[src/rtl/traffic_pkg.sv]
// Shared definitions for the four-approach traffic phase scheduler:
// phase encodings, approach indices, counter width and round-robin helpers.
package traffic_pkg;

    localparam int NUM_APPR = 4;
    localparam int CNT_W    = 4;

    typedef enum logic [1:0] {
        ST_IDLE    = 2'd0,
        ST_GREEN   = 2'd1,
        ST_YELLOW  = 2'd2,
        ST_ALL_RED = 2'd3
    } phase_e;

    typedef enum logic [1:0] {
        APPR_N = 2'd0,
        APPR_E = 2'd1,
        APPR_S = 2'd2,
        APPR_W = 2'd3
    } appr_e;

    function automatic logic [NUM_APPR-1:0] appr_onehot(input logic [1:0] idx);
        appr_onehot = 4'b0001 << idx;
    endfunction

    // Walk from last+4 (== last) down to last+1 so the nearest requester after
    // the previous winner is the final assignment and therefore wins.
    function automatic logic [1:0] rr_pick(input logic [NUM_APPR-1:0] req,
                                           input logic [1:0] last);
        logic [1:0] cand;
        rr_pick = last;
        for (int k = NUM_APPR; k >= 1; k--) begin
            cand = last + 2'(k);
            if (req[cand]) begin
                rr_pick = cand;
            end
        end
    endfunction

endpackage

[src/rtl/traffic_phase_scheduler_timer.sv]
// Elapsed-cycle counter for the current phase: restart loads 1, otherwise
// counts up while enabled and saturates at the counter maximum.
module phase_timer
    import traffic_pkg::*;
(
    input  logic             clk,
    input  logic             res_n,
    input  logic             restart_i,
    input  logic             cnt_en_i,
    output logic [CNT_W-1:0] cnt_o
);

    localparam logic [CNT_W-1:0] CNT_SAT = {CNT_W{1'b1}};

    logic [CNT_W-1:0] cnt_q;
    logic [CNT_W-1:0] cnt_d;

    always_comb begin
        cnt_d = cnt_q;
        if (restart_i) begin
            cnt_d = CNT_W'(1);
        end else if (cnt_en_i && (cnt_q != CNT_SAT)) begin
            cnt_d = cnt_q + CNT_W'(1);
        end
    end

    always_ff @(posedge clk or negedge res_n) begin
        if (!res_n) begin
            cnt_q <= '0;
        end else begin
            cnt_q <= cnt_d;
        end
    end

    assign cnt_o = cnt_q;

endmodule

[src/rtl/traffic_phase_scheduler.sv]
// Four-approach round-robin traffic phase scheduler with minimum/maximum green,
// fixed yellow and all-red clearance; lamps are decoded from registered state only.
module traffic_phase_scheduler
    import traffic_pkg::*;
#(
    parameter int unsigned GREEN_MIN = 4,
    parameter int unsigned GREEN_MAX = 8,
    parameter int unsigned YELLOW_T  = 2,
    parameter int unsigned ALLRED_T  = 1
) (
    input  logic                clk,
    input  logic                res_n,
    input  logic                en,
    input  logic [NUM_APPR-1:0] req,
    output logic [NUM_APPR-1:0] green,
    output logic [NUM_APPR-1:0] yellow,
    output logic [1:0]          phase,
    output logic                busy
);

    localparam logic [CNT_W-1:0] GMIN = CNT_W'(GREEN_MIN);
    localparam logic [CNT_W-1:0] GMAX = CNT_W'(GREEN_MAX);
    localparam logic [CNT_W-1:0] YT   = CNT_W'(YELLOW_T);
    localparam logic [CNT_W-1:0] AT   = CNT_W'(ALLRED_T);

    phase_e           state_q, state_d;
    logic [1:0]       cur_q, cur_d;
    logic [1:0]       last_q, last_d;
    logic [CNT_W-1:0] cnt;
    logic             others;
    logic             grant_ok;
    logic [1:0]       winner;
    logic             restart;

    phase_timer u_timer (
        .clk       (clk),
        .res_n     (res_n),
        .restart_i (restart),
        .cnt_en_i  (state_q != ST_IDLE),
        .cnt_o     (cnt)
    );

    always_comb begin
        others   = en && (|(req & ~appr_onehot(cur_q)));
        grant_ok = en && (|req);
        winner   = rr_pick(req, last_q);
        state_d  = state_q;
        cur_d    = cur_q;
        last_d   = last_q;
        case (state_q)
            ST_IDLE: begin
                if (grant_ok) begin
                    state_d = ST_GREEN;
                    cur_d   = winner;
                    last_d  = winner;
                end
            end
            ST_GREEN: begin
                // Minimum green always honoured; then leave on release, on
                // enable drop, or on max-green pre-emption by a waiting approach.
                if ((cnt >= GMIN) &&
                    (!req[cur_q] || !en || (others && (cnt >= GMAX)))) begin
                    state_d = ST_YELLOW;
                end
            end
            ST_YELLOW: begin
                if (cnt >= YT) begin
                    state_d = ST_ALL_RED;
                end
            end
            ST_ALL_RED: begin
                if (cnt >= AT) begin
                    if (grant_ok) begin
                        state_d = ST_GREEN;
                        cur_d   = winner;
                        last_d  = winner;
                    end else begin
                        state_d = ST_IDLE;
                    end
                end
            end
            default: begin
                state_d = ST_IDLE;
            end
        endcase
        restart = (state_d != state_q);
    end

    always_ff @(posedge clk or negedge res_n) begin
        if (!res_n) begin
            state_q <= ST_IDLE;
            cur_q   <= APPR_N;
            last_q  <= APPR_W;
        end else begin
            state_q <= state_d;
            cur_q   <= cur_d;
            last_q  <= last_d;
        end
    end

    for (genvar gi = 0; gi < NUM_APPR; gi++) begin : g_lamp
        assign green[gi]  = (state_q == ST_GREEN)  && (cur_q == 2'(gi));
        assign yellow[gi] = (state_q == ST_YELLOW) && (cur_q == 2'(gi));
    end

    assign phase = state_q;
    assign busy  = (state_q != ST_IDLE);

endmodule

[config.mk]
export PLATFORM = sky130hd
export DESIGN_NAME = traffic_phase_scheduler
export DESIGN_NICKNAME = d
export VERILOG_FILES = /design/src/rtl/traffic_pkg.sv /design/src/rtl/traffic_phase_scheduler_timer.sv /design/src/rtl/traffic_phase_scheduler.sv
export SDC_FILE = /design/constraint.sdc
export NUM_CORES = 1
export LEC_CHECK = 0
export BUFFER_PORTS_ARGS = -buffer_cell sky130_fd_sc_hd__clkbuf_2
export CORE_MARGIN = 2
export CORE_UTILIZATION = 25
export CTS_CLUSTER_DIAMETER = 40
export DETAILED_ROUTE_END_ITERATION = 8
export GPL_TIMING_DRIVEN = 0
export SKIP_CTS_REPAIR_TIMING = 1
export SLEW_MARGIN = 20
export SYNTH_ARGS = -nofsm -noshare
export SYNTH_HDL_FRONTEND = slang
export SYNTH_SLANG_ARGS = --single-unit
[constraint.sdc]
create_clock -name clk -period 4.3 [get_ports clk]
set_input_delay 0.215 -clock clk [delete_from_list [all_inputs] [get_ports clk]]
set_output_delay 0.215 -clock clk [all_outputs]
set_load 0.02 [all_outputs]
==> results.toml, run 1 <==
[pwr]
vdd_drop_max_mv = 0.305
power.density_mw_per_mm2 = 672
p_clk_share_pct = 12.5
p_leak_nw = 0.503
switchingPower_mw = 0.359
intPower_mw = 0.414
pwr-share-comb_pct = 63.7
switching_share_pct = 46.4
pwr-share-seq_pct = 23.8

[synthesis]
avgSynthCellArea_um2 = 8.23
synth_seq_cells = 10
syn_area_um2 = 955
syn_nets = 126
ys_types = 37
synth_common_cells = "nor2_1 (13), dfrtp_1 (8), inv_1 (8), nand2_1 (8)"
synth-async-reset-ratio_pct = 100
ys_warn_count = 0
synth_edf_count = 0
syn_inst = 116
yosysTopAreaCell = "dfrtp_1"
synth_ff_type = "dfrtp_1"
yosysMostFrequentCell = "nor2_1"
synth.area.top_cells = "dfrtp_1 (21%), dfstp_2 (5.5%), nor2_1 (5.1%)"
ys_seq_area_share_pct = 26.5
netlist.area_leader.share_pct = 21.0

[drt]
wl_um = 2190
wl_per_cell_um = 11.8
antenna_left = 0
dr.pass1.iters = 5
avgViaCountPerCell = 4.81
drtIter0Drc = 86
vias = 889
drc_errors = 0

[worst_setup_path]
crit_type = "register to register"
worstReg2RegStart = "u_timer.cnt_o[1]$_DFFE_PN0P_"
worstPathMaxFanout = 5
end_kind = "register"
worst-r2r-setup-slack_ps = 2170
reg2reg_to = "cur_q[0]$_DFFE_PN0P_"
cp.arrival_ps = 2240
start_kind = "register"
ff2ff_path_depth = 6
required_ps = 4410

[floorplan]
die_area_mm2 = 0.00433
rows = 22
initial_utilization_pct = 26.1
die_h_um = 65.8
die_x_um = 65.8
ioPinCount = 18
core_area_mm2 = 0.00366

[sta]
fin_setup_tns_ps = 0
fmax_ghz = 0.470
slew_headroom_pct = 73.7
rsz0062_at_grt = "no"
maxSlewViolCount = 0
period_minus_slack_ps = 2130
worst_pin_slew_ps = 393
clock_skew_ps = 4.22
finalHoldViolCount = 0
layout_setup_ws_ps = 2170
fin_crit_sh_pct = 49.5
setup-violations-final = 0

[grt]
antenna_found_initial = 0
grt_max_degree = 11
grt_use_total_pct = 11.1
grt_pass1_vias = 864
grt_pass1_wl_um = 3770
grt_overflow = 0

[clock_network]
htreeDepth = 1
cts-buffers-inserted = 3
clk_pin_slew_ps = 50
clockRootBuffer = "clkbuf_8"
clock_path_buffers = 2
clock_sink_count = 10
clk_latency_ps = 230
cts_tree = "yes"

[hold_path]
min_to = "last_q[0]$_DFFE_PN1P_"
min_path_cells = 3
hold_start = "req[1]"
min_path_type = "input port to register"

[layout]
antenna_cells = 0
area_delta_synth_final_pct = 20.4
nNetsFinal = 148
drive_gt1_share_pct = 24.8

[place]
gp_congestion = 0.794
dp_hpwl_um = 1710
pre_cts_slack_ps = 2200
numPortBuffers = 16

[outcome]
status = "finished clean"

[flow_run]
cap_violations = 0
==> how the worst max path moves through the flow <==
stage	startpoint	to	slack, ps	cells past startpoint
global route	u_timer.cnt_o[1]$_DFFE_PN0P_	cur_q[1]$_DFFE_PN0P_	2070	6
detailed placement	u_timer.cnt_o[1]$_DFFE_PN0P_	cur_q[1]$_DFFE_PN0P_	2200	6
finish	u_timer.cnt_o[1]$_DFFE_PN0P_	cur_q[0]$_DFFE_PN0P_	2170	6
floorplan	u_timer.cnt_o[1]$_DFFE_PN0P_	cur_q[0]$_DFFE_PN0P_	2450	6
CTS	u_timer.cnt_o[1]$_DFFE_PN0P_	cur_q[0]$_DFFE_PN0P_	2170	6
global placement	u_timer.cnt_o[1]$_DFFE_PN0P_	cur_q[0]$_DFFE_PN0P_	2190	6
==> cells by family (layout without fill, tap and decap cells) <==
family	Yosys count	in the layout	share of synthesized area (%)
muxes	8	8	9.04
AOI/OAI and AO/OA	27	27	22.8
and+or+nand+nor	49	49	28.2
buffers and inverters	18	39	8.65
xor gates and xnor gates	1	1	0.918
DFF	10	10	26.5
adders and majority gates	3	3	3.93
==> metal layers <==
metal | track usage (%) | vias up | share of wire [%]
met1 | 14.4 | 407 | 50
met4 | 2.60 | 0 | 1.1
li1 | - | 463 | -
met5 | 0 | - | 0
met3 | 3.75 | 2 | 4.8
met2 | 17.6 | 17 | 44
==> area by class of cell <==
class                      instances  area (µm²)
buffer                            10        52.6
clock buffer                       4        45.0
fill                             422        2510
inverter                           8        30.0
multi-input combinational         88         619
sequential                        10         253
tap                               48        60.1
timing repair buffer              17        90.1
==> cells in the final DEF (no fill, tap or decap), types with 2 or more instances in the layout <==
| cell | netlist | final |
|---|---|---|
| a211o_1 | 2 | 2 |
| nor2_1 | 13 | 13 |
| clkbuf_1 | 3 | 4 |
| nand2_1 | 8 | 8 |
| nor2b_1 | 2 | 2 |
| o41ai_1 | 2 | 2 |
| buf_2 | 6 | 6 |
| clkbuf_2 | 0 | 16 |
| a31oi_1 | 5 | 5 |
| mux2_1 | 3 | 3 |
| dfstp_2 | 2 | 2 |
| o21ai_0 | 2 | 2 |
| nor3b_1 | 3 | 3 |
| a21oi_1 | 7 | 7 |
| nor3_1 | 7 | 7 |
| nand2b_1 | 7 | 7 |
| mux2i_1 | 3 | 3 |
| clkbuf_8 | 0 | 3 |
| inv_1 | 8 | 8 |
| mux2_2 | 2 | 2 |
| dfrtp_1 | 8 | 8 |
| and2_1 | 2 | 2 |
| a32oi_1 | 3 | 3 |
| ha_1 | 3 | 3 |
==> registers in the layout (all words and copies together), names as in the netlist <==
| name | cells |
|---|---|
| last_q | 2 |
| cur_q | 2 |
| u_timer.cnt_o | 4 |
| phase | 2 |
==> power by group through the flow <==
| stage | sequential [mW] | clock [mW] | combinational [mW] |
|---|---|---|---|
| global placement | 0.184 | 0 | 0.486 |
| CTS | 0.184 | 0.102 | 0.492 |
| global route | 0.192 | 0.107 | 0.554 |
| floorplan | 0.182 | 0 | 0.375 |
| detailed placement | 0.185 | 0 | 0.489 |
| finish | 0.184 | 0.0967 | 0.492 |
==> per-stage QoR <==
step	utilization (%)	instances	hold WS [ps]	area (µm²)	total power, mW
2_1_floorplan	-	116	-80.6	955	0.557
3_3_place_gp	29.9	180	87.9	1090	0.670
3_5_place_dp	29.9	180	99.5	1090	0.674
4_1_cts	31.1	184	-157	1140	0.777
5_1_grt	31.4	185	332	1150	0.853
6_report	31.4	185	318	1150	0.773
==> critical path, stage by stage, from the launching register on <==
cell,delay [ps]
dfrtp_1,410
inv_1,90
ha_1,190
or4b_1,500
a21oi_1,260
nand2b_2,220
mux2_1,330
No activity file was read; power rests on OpenSTA's default activity.
==> run 2, diff against run 1 <==
clock period = 1.9 ns   (was 4.3 ns; I/O delays follow)
==> run 2 against run 1 <==
Against the previous run: the run now ends with negative setup slack left; clock skew about the same; sequential share of layout area decreased by 0.88 points; clock power increased by 130%; cell area increased by 5.2%; clock-buffer cell count unchanged; critical endpoint unchanged; largest power group unchanged.
==> results.toml, run 2 (synthesis results as in run 1) <==
[drt]
dr.pass1.iters = 4
drc_errors = 0
drtIter0Drc = 62
avgViaCountPerCell = 4.83
wl_um = 2210
vias = 903
wl_per_cell_um = 11.8
antenna_left = 0

[layout]
layout_commonest_cell = "clkbuf_2"
fill_cells = 419
drive_gt1_share_pct = 32.4
antenna_cells = 0
final_cell_mix = "clkbuf_2 (16), nor2_1 (13), nand2_1 (8)"
area_delta_synth_final_pct = 26.7
design_area_mm2 = 0.00121
nNetsFinal = 150
largest_reg_flops = 4

[grt]
grt_pass1_vias = 864
grt_max_degree = 11
grt_overflow = 0
antenna_found_initial = 0
grt_pass1_wl_um = 3770
grt_use_total_pct = 11.1

[pwr]
vdd_drop_max_mv = 0.711
p_leak_nw = 0.529
finalPower_mw = 1.87
power.density_mw_per_mm2 = 1550

[worst_setup_path]
reg2reg_to = "cur_q[0]$_DFFE_PN0P_"
worst-r2r-setup-slack_ps = -5
crit_path_top_delay_cell = "or4b_4"
crit_start = "u_timer.cnt_o[0]$_DFFE_PN0P_"
worstReg2RegStart = "u_timer.cnt_o[0]$_DFFE_PN0P_"
start_kind = "register"
worstPathMaxFanout = 4
required_ps = 2010
cp.depth = 5
crit_end = "cur_q[0]$_DFFE_PN0P_"
cp_num_buf_inv = 0
end_kind = "register"
path_delay_family = "simple AND/OR/NAND/NOR gates"
crit_type = "register to register"
path_cells = "ha_2, or4b_4, a21oi_4, nand2b_4, mux2_4"
cp.arrival_ps = 2020
slowest_delay_ps = 510
ff2ff_path_depth = 5

[sta]
period_minus_slack_ps = 1910
maxSlewViolCount = 0
layout_setup_ws_ps = -5.41
finalHoldViolCount = 0
worst_pin_slew_ps = 388
fin_crit_sh_pct = 100
rsz0062_at_grt = "yes"
slew_headroom_pct = 74.1
fmax_ghz = 0.525
setup-violations-final = 2
clock_skew_ps = 4.29

[clock_network]
clk_pin_slew_ps = 50
htreeDepth = 1
clk_latency_ps = 230
clockRootBuffer = "clkbuf_8"
cts-buffers-inserted = 3
clock_path_buffers = 2
cts_tree = "yes"
clock_sink_count = 10

[hold_path]
min_path_cells = 3
min_path_type = "input port to register"

[place]
dp_hpwl_um = 1710
gp_congestion = 0.794
numPortBuffers = 16
post_dp_cell_area_mm2 = 0.00109

[floorplan]
rows = 22
die_area_mm2 = 0.00433
ioPinCount = 18
die_x_um = 65.8
die_h_um = 65.8
initial_utilization_pct = 26.1
core_area_mm2 = 0.00366

[outcome]
status = "complete, but fails checks"
violations = "negative setup slack"

[flow_run]
cap_violations = 0
-- run 2: cell count changes in the layout (fill, tap and decap cells not counted), moves of 2 or more --
| cell | previous run | this run |
|---|---|---|
| mux2_1 | 3 | 1 |
| buf_4 | 0 | 2 |
| dfrtp_1 | 8 | 6 |
| mux2_4 | 0 | 2 |
| dfrtp_2 | 0 | 2 |
| ha_1 | 3 | 1 |
-- run 2: layout make-up --
cell class	count	area (µm²)	share of cell area (%)
plain buffers	10	52.6	4.34
clock buffers	4	45.0	3.72
inverters	8	30.0	2.48
multi-input cells	88	662	54.7
flip-flops and latches	10	255	21.1
well taps	48	60.1	4.96
repair buffers	19	105	8.69
-- run 2: how the worst min path moves through the flow --
stage / startpoint / endpoint / slack (ps)
2_1_floorplan: res_n / cur_q[0]$_DFFE_PN0P_ / -200
3_3_place_gp: res_n / u_timer.cnt_o[2]$_DFFE_PN0P_ / -30
3_5_place_dp: res_n / u_timer.cnt_o[2]$_DFFE_PN0P_ / -20
4_1_cts: res_n / phase[1]$_DFF_PN0_ / -280
5_1_grt: req[1] / last_q[0]$_DFFE_PN1P_ / 210
6_report: req[1] / last_q[0]$_DFFE_PN1P_ / 200
-- run 2: worst register-to-register path, stage by stage, from the launching register on --
cell and delay (ps):
dfrtp_2 430, ha_2 190, or4b_4 510, a21oi_4 180
nand2b_4 170, mux2_4 300
-- run 2: metal layers --
metal  vias to the layer above  routed length [µm]  GRT usage (%)
met5                         -                   0              0
met4                         0                  25           2.60
li1                        466                   -              -
met2                        24                1020           17.6
met1                       411                1030           14.4
met3                         2                 128           3.75
-- run 2: through the flow --
step                      cells  setup TNS [ps]  util, %  hold WS (ps)  worst slack, ps
after floorplan             116               0        -          -201             52.5
after global placement      180            -575     29.9         -32.1             -211
after detailed placement    180            -562     29.9         -20.5             -201
after CTS                   184            -624     31.1          -277             -225
after global routing        187            -146     33.0           212            -52.4
final                       187           -10.2     33.0           197            -5.41
-- run 2: power by group --
group | leakage, nW | total [mW] | internal (mW) | switching, mW
clock | 0.0228 | 0.218 | 0.146 | 0.0726
combinational | 0.390 | 1.24 | 0.548 | 0.693
sequential | 0.117 | 0.414 | 0.335 | 0.0785
total | 0.529 | 1.87 | 1.03 | 0.844
==> run 3, diff against run 2 <==
BUFFER_PORTS_ARGS = unset   (was -buffer_cell sky130_fd_sc_hd__clkbuf_2)
DONT_BUFFER_PORTS = 1   (was unset)
==> run 3 against run 2 <==
Against the previous run: the flow still finishes with violations (negative setup slack); clock skew down 2.6 ps; highest routed layer is now met3; hold slack got worse by 110 ps; clock-buffer cell count is the same; die area unchanged; utilization shrank 0.62 points.
==> results.toml, run 3 (synthesis results as in run 1) <==
[sta]
finalHoldViolCount = 0
setup-violations-final = 3
layout_setup_ws_ps = -43.5
slew_headroom_pct = 57.9
rsz0062_at_grt = "yes"
fin_crit_sh_pct = 102
worst_pin_slew_ps = 627
clock_skew_ps = 1.73
period_minus_slack_ps = 1940
maxSlewViolCount = 0
fmax_ghz = 0.515

[pwr]
vdd_drop_max_mv = 0.635
power.density_mw_per_mm2 = 1640
p_leak_nw = 0.493

[drt]
dr.pass1.iters = 4
wl_per_cell_um = 13.4
drtIter0Drc = 80
antenna_left = 0
wl_um = 2350
avgViaCountPerCell = 5.04
drc_errors = 0
vias = 887

[layout]
nNetsFinal = 139
fin_cells = 176
fill_cells = 382
largest_reg_flops = 4
layout_commonest_cell = "nor2_1"
final_cell_mix = "nor2_1 (12), nand2_1 (8), dfrtp_1 (8)"
area_delta_synth_final_pct = 24.4
drive_gt1_share_pct = 27.3
antenna_cells = 0
fin_util_pct = 32.4

[place]
dp_hpwl_um = 1740
placed_cells = 164
gp_congestion = 0.809
numPortBuffers = 0

[grt]
antenna_found_initial = 0
grt_pass1_vias = 777
grt_max_degree = 11
grt_pass1_wl_um = 3540
grt_overflow = 0
grt_use_total_pct = 10.1

[worst_setup_path]
crit_path_top_delay_cell = "or4b_4"
crit_type = "register to register"
cp_num_buf_inv = 1
cp.arrival_ps = 2060
worstPathMaxFanout = 4
path_delay_family = "simple AND/OR/NAND/NOR gates"
path_cells = "inv_2, ha_4, or4b_4, a21oi_4, nand2b_4, mux2_4"
slowest_delay_ps = 550
start_kind = "register"
end_kind = "register"
required_ps = 2010

[outcome]
violations = "negative setup slack"
status = "complete, but fails checks"

[clock_network]
clock_path_buffers = 2
htreeDepth = 1
clock_sink_count = 10
cts-buffers-inserted = 3
cts_tree = "yes"
clk_latency_ps = 230
clk_pin_slew_ps = 50
clockRootBuffer = "clkbuf_8"

[flow_run]
cap_violations = 0

[floorplan]
die_h_um = 65.8
die_area_mm2 = 0.00433
rows = 22
core_area_mm2 = 0.00366
ioPinCount = 18
die_x_um = 65.8
initial_utilization_pct = 26.1

[hold_path]
min_path_type = "input port to register"
==> run 3: changes by cell type in the layout (fill, tap and decap cells not counted) <==
cell | previous run | this run
clkbuf_8 | 3 | 4
inv_2 | 1 | 2
ha_4 | 1 | 2
buf_4 | 2 | 7
dfrtp_2 | 2 | 0
clkbuf_2 | 16 | 0
inv_1 | 7 | 6
dfrtp_1 | 6 | 8
nor2_2 | 0 | 1
ha_2 | 1 | 0
clkbuf_1 | 4 | 3
nor2_1 | 13 | 12
==> run 3: cell type report <==
cell class                 count  area (µm²)  share of cell area [%]
tap                           48        60.1                    5.06
clock buffer                   4        55.1                    4.64
multi-input combinational     88         674                    56.8
sequential                    10         253                    21.3
timing repair buffer           8        62.6                    5.27
inverter                       8        30.0                    2.53
buffer                        10        52.6                    4.43
==> run 3: final timing paths <==
kind | startpoint | to | slack, ps | cells after the start
min in group asynchronous | res_n | cur_q[1]$_DFFE_PN0P_ | 250 | 1
max in group asynchronous | res_n | last_q[0]$_DFFE_PN1P_ | 1310 | 1
min reg2reg | last_q[0]$_DFFE_PN1P_ | last_q[0]$_DFFE_PN1P_ | 520 | 2
max reg2reg | u_timer.cnt_o[1]$_DFFE_PN0P_ | cur_q[1]$_DFFE_PN0P_ | -40 | 6
max | u_timer.cnt_o[1]$_DFFE_PN0P_ | cur_q[1]$_DFFE_PN0P_ | -40 | 6
min | en | last_q[0]$_DFFE_PN1P_ | 90 | 3
==> run 3: worst reg2reg max path, stage by stage (launching register included) <==
cell and delay [ps]:
dfrtp_1 390, inv_2 80, ha_4 160, or4b_4 550, a21oi_4 180, nand2b_4 170
mux2_4 300
==> run 3: metrics by stage <==
| step | power [mW] | setup slack, ps | setup TNS, ps | instance area (µm²) | hold WS (ps) |
|---|---|---|---|---|---|
| final | 1.95 | -43.5 | -111 | 1190 | 90.7 |
| after global routing | 2.10 | -91.1 | -256 | 1190 | 105 |
| after CTS | 1.72 | -201 | -551 | 1070 | -448 |
| after detailed placement | 1.45 | -188 | -504 | 1010 | -200 |
| after global placement | 1.41 | -184 | -514 | 1010 | -200 |
| after floorplan | 1.26 | 52.5 | 0 | 955 | -201 |
==> run 3: report_power, final <==
| part | internal [mW] | total, mW | switching (mW) | leakage, nW |
|---|---|---|---|---|
| Sequential | 0.331 | 0.440 | 0.109 | 0.119 |
| Clock | 0.182 | 0.258 | 0.0763 | 0.0288 |
| Combinational | 0.563 | 1.25 | 0.685 | 0.345 |
| Total | 1.08 | 1.95 | 0.870 | 0.493 |
==> run 3: routing by layer <==
layer  global-route usage [%]  part of all wire (%)  vias up
met5                        0                     0        -
met4                        0                     0        0
met3                     3.58                   6.9        0
met2                     17.7                    50       20
met1                     12.6                    43      424
li1                         -                     -      443
